<file path="config.mk">
export PLATFORM = sky130hd
export DESIGN_NAME = demux_feeder_flat
export DESIGN_NICKNAME = d
export VERILOG_FILES = /design/src/rtl/demux_feeder_if.sv /design/src/rtl/demux_feeder.sv /design/src/flat_wrapper.sv
export SDC_FILE = /design/constraint.sdc
export NUM_CORES = 1
export LEC_CHECK = 0
export BUFFER_PORTS_ARGS = -buffer_cell sky130_fd_sc_hd__buf_2
export CORE_UTILIZATION = 35
export DETAILED_ROUTE_END_ITERATION = 7
export PLACE_DENSITY = 0.65
export SLEW_MARGIN = 20
export SYNTH_ARGS = -nofsm -noshare
export SYNTH_HDL_FRONTEND = slang
export SYNTH_SLANG_ARGS = --single-unit
</file>
<file path="constraint.sdc">
create_clock -name clk -period 3.2 [get_ports clk]
set_clock_uncertainty 0.15 [all_clocks]
set_input_delay 0.64 -clock clk [delete_from_list [all_inputs] [get_ports clk]]
set_output_delay 0.64 -clock clk [all_outputs]
set_load 0.03 [all_outputs]
</file>
<file path="src/rtl/demux_feeder_if.sv">
// rtl/demux_feeder_if.sv - input stream and demux-facing handshake bundle for demux_feeder
interface demux_feeder_if;
  logic [1:0] in_data;
  logic       in_dest;
  logic       in_valid;
  logic       in_ready;
  logic [1:0] mux_data;
  logic       mux_sel;
  logic       mux_valid;
  logic       lane_b_ready;
  logic       lane_c_ready;

  modport slave (
    input  in_data, in_dest, in_valid, lane_b_ready, lane_c_ready,
    output in_ready, mux_data, mux_sel, mux_valid
  );

  modport master (
    output in_data, in_dest, in_valid, lane_b_ready, lane_c_ready,
    input  in_ready, mux_data, mux_sel, mux_valid
  );
endinterface

</file>
<file path="src/rtl/demux_feeder.sv">
// rtl/demux_feeder.sv - FIFO-buffered feeder driving a 2-way demux data/select pair
module demux_feeder #(
  parameter int DEPTH       = 4,
  parameter int STALL_LIMIT = 16,
  parameter int CNT_W       = 8
) (
  input  logic                     clk,
  input  logic                     rst_n,
  input  logic                     steer_mode,
  demux_feeder_if.slave            bus,
  output logic [$clog2(DEPTH):0]   fill,
  output logic [CNT_W-1:0]         count_b,
  output logic [CNT_W-1:0]         count_c,
  output logic                     stall_err
);
  localparam int AW = $clog2(DEPTH);
  localparam int SW = $clog2(STALL_LIMIT + 1);

  localparam logic [1:0] IDLE    = 2'd0;
  localparam logic [1:0] LOADED  = 2'd1;
  localparam logic [1:0] BLOCKED = 2'd2;

  logic [2:0]       mem_q [DEPTH];
  logic [AW-1:0]    wr_ptr_q, wr_ptr_d, rd_ptr_q, rd_ptr_d;
  logic [AW:0]      fill_q, fill_d;
  logic [1:0]       state_q, state_d;
  logic [1:0]       data_q, data_d;
  logic             sel_q, sel_d;
  logic             mode_q, mode_d;
  logic             alt_q, alt_d;
  logic [CNT_W-1:0] cnt_b_q, cnt_b_d, cnt_c_q, cnt_c_d;
  logic [SW-1:0]    stall_cnt_q, stall_cnt_d;
  logic             stall_err_q, stall_err_d;
  logic             rdy_en_q;

  logic       mux_valid, xfer, push, load, alt_eff;
  logic [2:0] head;

  assign mux_valid = (state_q != IDLE);
  assign xfer      = mux_valid && (sel_q ? bus.lane_c_ready : bus.lane_b_ready);
  assign bus.in_ready = rdy_en_q && (fill_q != (AW+1)'(DEPTH));
  assign push      = bus.in_valid && bus.in_ready;
  assign load      = (!mux_valid || xfer) && (fill_q != '0);
  assign head      = mem_q[rd_ptr_q];
  // The symbol leaving this edge has already flipped the pointer for its successor.
  assign alt_eff   = alt_q ^ (xfer && mode_q);

  always_comb begin
    wr_ptr_d    = wr_ptr_q + AW'(push);
    rd_ptr_d    = rd_ptr_q + AW'(load);
    fill_d      = fill_q + (AW+1)'(push) - (AW+1)'(load);
    state_d     = state_q;
    data_d      = data_q;
    sel_d       = sel_q;
    mode_d      = mode_q;
    alt_d       = alt_eff;
    cnt_b_d     = cnt_b_q;
    cnt_c_d     = cnt_c_q;
    stall_cnt_d = stall_cnt_q;
    if (load) begin
      data_d  = head[1:0];
      sel_d   = steer_mode ? alt_eff : head[2];
      mode_d  = steer_mode;
      state_d = LOADED;
    end else if (xfer) begin
      data_d  = 2'b00;
      state_d = IDLE;
    end else if (mux_valid) begin
      state_d = BLOCKED;
    end
    if (xfer && !sel_q) cnt_b_d = cnt_b_q + CNT_W'(1);
    if (xfer && sel_q)  cnt_c_d = cnt_c_q + CNT_W'(1);
    if (xfer)
      stall_cnt_d = '0;
    else if (mux_valid && stall_cnt_q != SW'(STALL_LIMIT))
      stall_cnt_d = stall_cnt_q + SW'(1);
    stall_err_d = stall_err_q || (stall_cnt_d == SW'(STALL_LIMIT));
  end

  always_ff @(posedge clk) begin
    if (push) mem_q[wr_ptr_q] <= {bus.in_dest, bus.in_data};
  end

  always_ff @(posedge clk or negedge rst_n) begin
    if (!rst_n) begin
      wr_ptr_q    <= '0;
      rd_ptr_q    <= '0;
      fill_q      <= '0;
      state_q     <= IDLE;
      data_q      <= 2'b00;
      sel_q       <= 1'b0;
      mode_q      <= 1'b0;
      alt_q       <= 1'b0;
      cnt_b_q     <= '0;
      cnt_c_q     <= '0;
      stall_cnt_q <= '0;
      stall_err_q <= 1'b0;
      rdy_en_q    <= 1'b0;
    end else begin
      wr_ptr_q    <= wr_ptr_d;
      rd_ptr_q    <= rd_ptr_d;
      fill_q      <= fill_d;
      state_q     <= state_d;
      data_q      <= data_d;
      sel_q       <= sel_d;
      mode_q      <= mode_d;
      alt_q       <= alt_d;
      cnt_b_q     <= cnt_b_d;
      cnt_c_q     <= cnt_c_d;
      stall_cnt_q <= stall_cnt_d;
      stall_err_q <= stall_err_d;
      rdy_en_q    <= 1'b1;
    end
  end

  assign bus.mux_data  = data_q;
  assign bus.mux_sel   = sel_q;
  assign bus.mux_valid = mux_valid;
  assign fill          = fill_q;
  assign count_b       = cnt_b_q;
  assign count_c       = cnt_c_q;
  assign stall_err     = stall_err_q;
endmodule

</file>
<file path="src/flat_wrapper.sv">
// flat-port wrapper written by rule: the top's interface ports become plain ports
module demux_feeder_flat 
#(
  parameter int DEPTH       = 4,
  parameter int STALL_LIMIT = 16,
  parameter int CNT_W       = 8
)
  (clk, rst_n, steer_mode, fill, count_b, count_c, stall_err, bus_in_data, bus_in_dest, bus_in_valid, bus_lane_b_ready, bus_lane_c_ready, bus_in_ready, bus_mux_data, bus_mux_sel, bus_mux_valid);
  demux_feeder_if bus_i ();
  input  logic clk;
  input  logic rst_n;
  input  logic steer_mode;
  output logic [$clog2(DEPTH):0] fill;
  output logic [CNT_W-1:0] count_b;
  output logic [CNT_W-1:0] count_c;
  output logic stall_err;
  input wire logic [$bits(bus_i.in_data)-1:0] bus_in_data;
  input wire logic [$bits(bus_i.in_dest)-1:0] bus_in_dest;
  input wire logic [$bits(bus_i.in_valid)-1:0] bus_in_valid;
  input wire logic [$bits(bus_i.lane_b_ready)-1:0] bus_lane_b_ready;
  input wire logic [$bits(bus_i.lane_c_ready)-1:0] bus_lane_c_ready;
  output wire logic [$bits(bus_i.in_ready)-1:0] bus_in_ready;
  output wire logic [$bits(bus_i.mux_data)-1:0] bus_mux_data;
  output wire logic [$bits(bus_i.mux_sel)-1:0] bus_mux_sel;
  output wire logic [$bits(bus_i.mux_valid)-1:0] bus_mux_valid;
  assign bus_i.in_data = bus_in_data;
  assign bus_i.in_dest = bus_in_dest;
  assign bus_i.in_valid = bus_in_valid;
  assign bus_i.lane_b_ready = bus_lane_b_ready;
  assign bus_i.lane_c_ready = bus_lane_c_ready;
  assign bus_in_ready = bus_i.in_ready;
  assign bus_mux_data = bus_i.mux_data;
  assign bus_mux_sel = bus_i.mux_sel;
  assign bus_mux_valid = bus_i.mux_valid;
  demux_feeder #(.DEPTH(DEPTH), .STALL_LIMIT(STALL_LIMIT), .CNT_W(CNT_W)) u_core (.clk(clk), .rst_n(rst_n), .steer_mode(steer_mode), .bus(bus_i), .fill(fill), .count_b(count_b), .count_c(count_c), .stall_err(stall_err));
endmodule
</file>
==> flow_results.org <==
** Status
- The flow ran to the end, and the final reports show no timing, DRC or antenna violations.

** Floorplan
- Height of the chip :: 80.16 um
- 34 I/O pins were placed.
- Effective utilization at floorplan :: 0.3612
- In this run the standard cell core region covers 5921 um2.
- From left edge to right edge, the die measures 80.16 um.
- Row generation in the floorplan step produced 28 rows.
- DIE AREA :: 6426 um2

** Logic synthesis
- Counting flops and latches in the post-synthesis netlist gives 49.
- Main flop type after synthesis :: sky130_fd_sc_hd__dfrtp_1
- By area the synthesized netlist is led by sky130_fd_sc_hd__dfrtp_1, sky130_fd_sc_hd__edfxtp_1, sky130_fd_sc_hd__xnor2_1, sky130_fd_sc_hd__ha_1, sky130_fd_sc_hd__mux4_2.
- List of most frequent post-synthesis cells :: sky130_fd_sc_hd__dfrtp_1, sky130_fd_sc_hd__xnor2_1, sky130_fd_sc_hd__edfxtp_1
- Most common cell in the synthesized netlist :: sky130_fd_sc_hd__dfrtp_1
- Count of mapped cells out of synthesis :: 160
- The average instance in the mapped netlist occupies 13.36 um2.
- Ys async rst share :: 0.7551
- Cell area after synthesis :: 2138 um2
- Post-Synthesis Net Count :: about 180
- Of all cell types, the one taking the most synthesized area is sky130_fd_sc_hd__dfrtp_1.
- Of the post-synthesis cell area, the dominant cell type holds 0.4330.
- The Yosys step of the flow raised 0 warnings.
- Yosys mapped a number of flops with a built-in enable equal to 12.
- Library cells used by synthesis :: 36
- Register area share after synthesis :: 0.6015

** CTS
- TritonCTS built the clock tree.
- Insertion delay of the later-clocked pin in the worst-skew pair :: 0.30 ns
- The tree built by TritonCTS fans out to 49 sinks.
- In this run, post-CTS hold repair placed 0 buffers.
- The clock tree synthesis step divided the H-tree into 2 levels.
- Once the clock tree was built, the resizer swapped 0 gates to a different size.
- The clock passes through at most 2 buffers.
- Clock buffers created by TritonCTS :: 5
- The number of setup buffers added after CTS is 0.
- Master cell of the clock root buffer :: sky130_fd_sc_hd__clkbuf_8
- Clk slew on worst S/H paths :: ~0.090 ns

** Worst setup path
- Worst reg2reg startpoint :: u_core.bus.mux_sel$_DFFE_PN0P_
- Crit-path slowest cell :: sky130_fd_sc_hd__dfrtp_1
- The worst setup path is captured at a register.
- The signal on the critical path passes through mux2_4, o32a_1, ha_1, inv_1, ha_1, inv_1, fa_1, xnor2_1, xnor2_1.
- Buffer and inverter count on the worst path :: 2
- Crit path largest cell delay :: 0.46 ns
- By startpoint and endpoint, the worst setup path is classified as reg -> reg.
- In this run the worst path has a maximum fanout of 9.
- Startpoint of the worst setup timing path :: u_core.bus.mux_sel$_DFFE_PN0P_
- For the worst setup path, the data arrival time is about 2.7 ns.
- STA puts the critical path data required time at 3.27 ns.
- Type of element launching the critical path :: register
- CP delay by family, top :: adder cells

** Global routing
- Initial antenna violation count :: 0
- Global-route wire length before repair :: 6009 um
- In the global route stage, overall resource usage came out at 0.1252.
- Grt ovf :: 0
- Maximum number of pins on one net before global-route repair :: 38
- The via count of the first global-routing pass is 1287.

** STA
- Normalized max-slew margin :: 0.4388
- Setup repair after global routing left no endpoint under its margin.
- Final setup viols :: 0
- The number of hold violations in the final report was 0.
- Crit share post-route :: 0.8208
- Actual transition at the worst max-transition pin :: roughly 0.84 ns
- For this run, the top clock speed supported by timing is 380.7 MHz.
- The max-slew violation count came to 0.
- In the final timing run, aggregate negative setup slack is 0 ns.
- Crit path time final :: 2.627 ns

** Finish
- Counting the fill cells in the layout gives a little under 600.
- Summing all non-filler instances in the final layout gives an area of ~2500 um2.
- Final net count :: 217
- Antenna diodes :: 0
- From synthesis to final layout, the design area changed by 16.56%.
- In the final layout, the share of cells above drive strength 1 is 0.2500.

** Power
- Of the total power, combinational logic draws 0.392.
- Switching fraction of total power :: 0.4058
- Net switching power :: 0.0009933 W
- For this design the static power due to leakage is 1.110 nW.
- For this design the ratio of total power to cell area is 982.2 nW/um2.
- Part of the total power dissipated in the clock network :: 0.174
- The share of total power dissipated in sequential elements is 0.434.
- Worst-case vdd ir drop :: 0.3497 mV
- Internal power comes to 0.001455 W.

** Drt
- Via Count :: 1309
- Total detailed-routing wirelength :: 3654 um
- In the final routed layout, each cell accounts on average for between 10 and 15 um.
- Detailed-routing iteration count for the pre-antenna-repair pass :: 3
- The count of nets left with antenna violations once routing finished came out at 0.
- Vias per cell :: 4.760
- In this run, the number of DRC markers left after iteration 0 of detailed routing was 30.
- DRC errors left :: 0

** Run
- Count of maximum capacitance violations :: 0

** Placed design
- In this run the cell area measured after placement is 2386 um2.
- Number of port buffers :: 33
- Post-DP HPWL :: 2700 um
- The congestion estimate from routability-driven global placement came to about 0.76.

** Min path
- Worst min path class :: in -> async
power groups by stage:
stage,Clock [W],Combinational [W],Sequential (W)
detailed placement,0,0.000971,0.00108
global route,0.000472,0.00107,0.00110
floorplan,0,0.000539,0.00124
finish,0.000427,0.000959,0.00106
global placement,0,0.000946,0.00107
CTS,0.000444,0.000975,0.00106
path summary, 6_finish.rpt:
| check | slack [ns] | to | depth (start not counted) |
|---|---|---|---|
| hold / removal | 0.29 | u_core.rd_ptr_q[1]$_DFF_PN0_ | 1 |
| hold reg to reg | 0.31 | u_core.stall_err$_DFF_PN0_ | 2 |
| setup reg to reg | 0.57 | u_core.fill[2]$_DFF_PN0_ | 9 |
| min in group clk | 0.31 | u_core.stall_err$_DFF_PN0_ | 2 |
| max in group asynchronous | 2.08 | u_core.wr_ptr_q[0]$_DFF_PN0_ | 1 |
| setup / recovery | 0.57 | u_core.fill[2]$_DFF_PN0_ | 9 |
final cells by class:
type / count / area [um2] / share of cell area
sequential: 49 / 1286 / 0.5161
multi-input combinational: 99 / 799.5 / 0.3208
timing repair buffer: 33 / 165.2 / 0.06626
tap: 75 / 93.84 / 0.03765
clock buffer: 6 / 72.57 / 0.02912
inverter: 11 / 41.29 / 0.01657
clock inverter: 2 / 33.78 / 0.01355
routing by layer:
layer / up-vias / GRT usage / share of wire
li1: 645 / - / -
met1: 636 / 0.1713 / 0.50
met2: 24 / 0.1906 / 0.45
met3: 4 / 0.03409 / 0.036
met4: 0 / 0.04286 / 0.0079
met5: - / 0 / 0
through the flow:
step / setup slack [ns] / hold slack, ns / cells / util / power (W)
2_1_floorplan: 0.3002 / 0.1944 / 160 / - / 0.001776
3_3_place_gp: 0.4158 / 0.2905 / 267 / 0.4030 / 0.002016
3_5_place_dp: 0.3106 / 0.2995 / 267 / 0.4030 / 0.002048
4_1_cts: 0.5541 / 0.3206 / 275 / 0.4210 / 0.002482
5_1_grt: 0.4576 / 0.3554 / 275 / 0.4210 / 0.002644
6_report: 0.5734 / 0.2944 / 275 / 0.4210 / 0.002448
sequential cells by signal, indices dropped and copies added (netlist names):
| register | count |
|---|---|
| u_core.rdy_en_q | 1 |
| u_core.bus.mux_data | 2 |
| u_core.state_q | 2 |
| u_core.rd_ptr_q | 2 |
| u_core.stall_cnt_q | 5 |
| u_core.fill | 3 |
| u_core.stall_err | 1 |
| u_core.bus.mux_sel | 1 |
| u_core.count_c | 8 |
| u_core.count_b | 8 |
| u_core.alt_q | 1 |
| u_core.wr_ptr_q | 2 |
| u_core.mode_q | 1 |
| u_core.mem_q | 12 |
cell families (layout without fill, tap and decap cells):
kind of cell,count (synthesis),in the layout,synth area share
AOI/OAI and AO/OA,18,18,0.06086
xor gates and xnor gates,20,20,0.08192
adders and majority gates,9,9,0.05618
buffers and inverters,12,52,0.02458
DFF,49,49,0.6015
muxes,7,7,0.05617
other,1,1,0.001754
and+or+nand+nor,44,44,0.1170
placed cells by master (no fill, tap or decap), drive strengths merged, types with 2 or more instances in the layout:
cell type,synthesis,routed
a21oi,3,3
a31oi,2,2
and2,3,3
and3,3,3
and4,2,2
buf,1,33
clkbuf,0,6
dfrtp,37,37
edfxtp,12,12
ha,8,8
inv,11,11
mux2,4,4
mux4,3,3
nand2,9,9
nand2b,2,2
nand3,6,6
nand4,5,5
nor2,6,6
nor3,2,2
nor3b,2,2
o21ai,6,6
o32a,2,2
xnor2,14,14
xor2,6,6
worst reg2reg max path: cells and delay by family (launching register included):
kind            cells  cell delay, ns
fa+ha+maj           3            0.83
mux                 1            0.37
buf+inv             2            0.11
flops               1            0.46
compound gates      1            0.29
xor+xnor            2            0.34
Power figures use the tool's default switching activity.
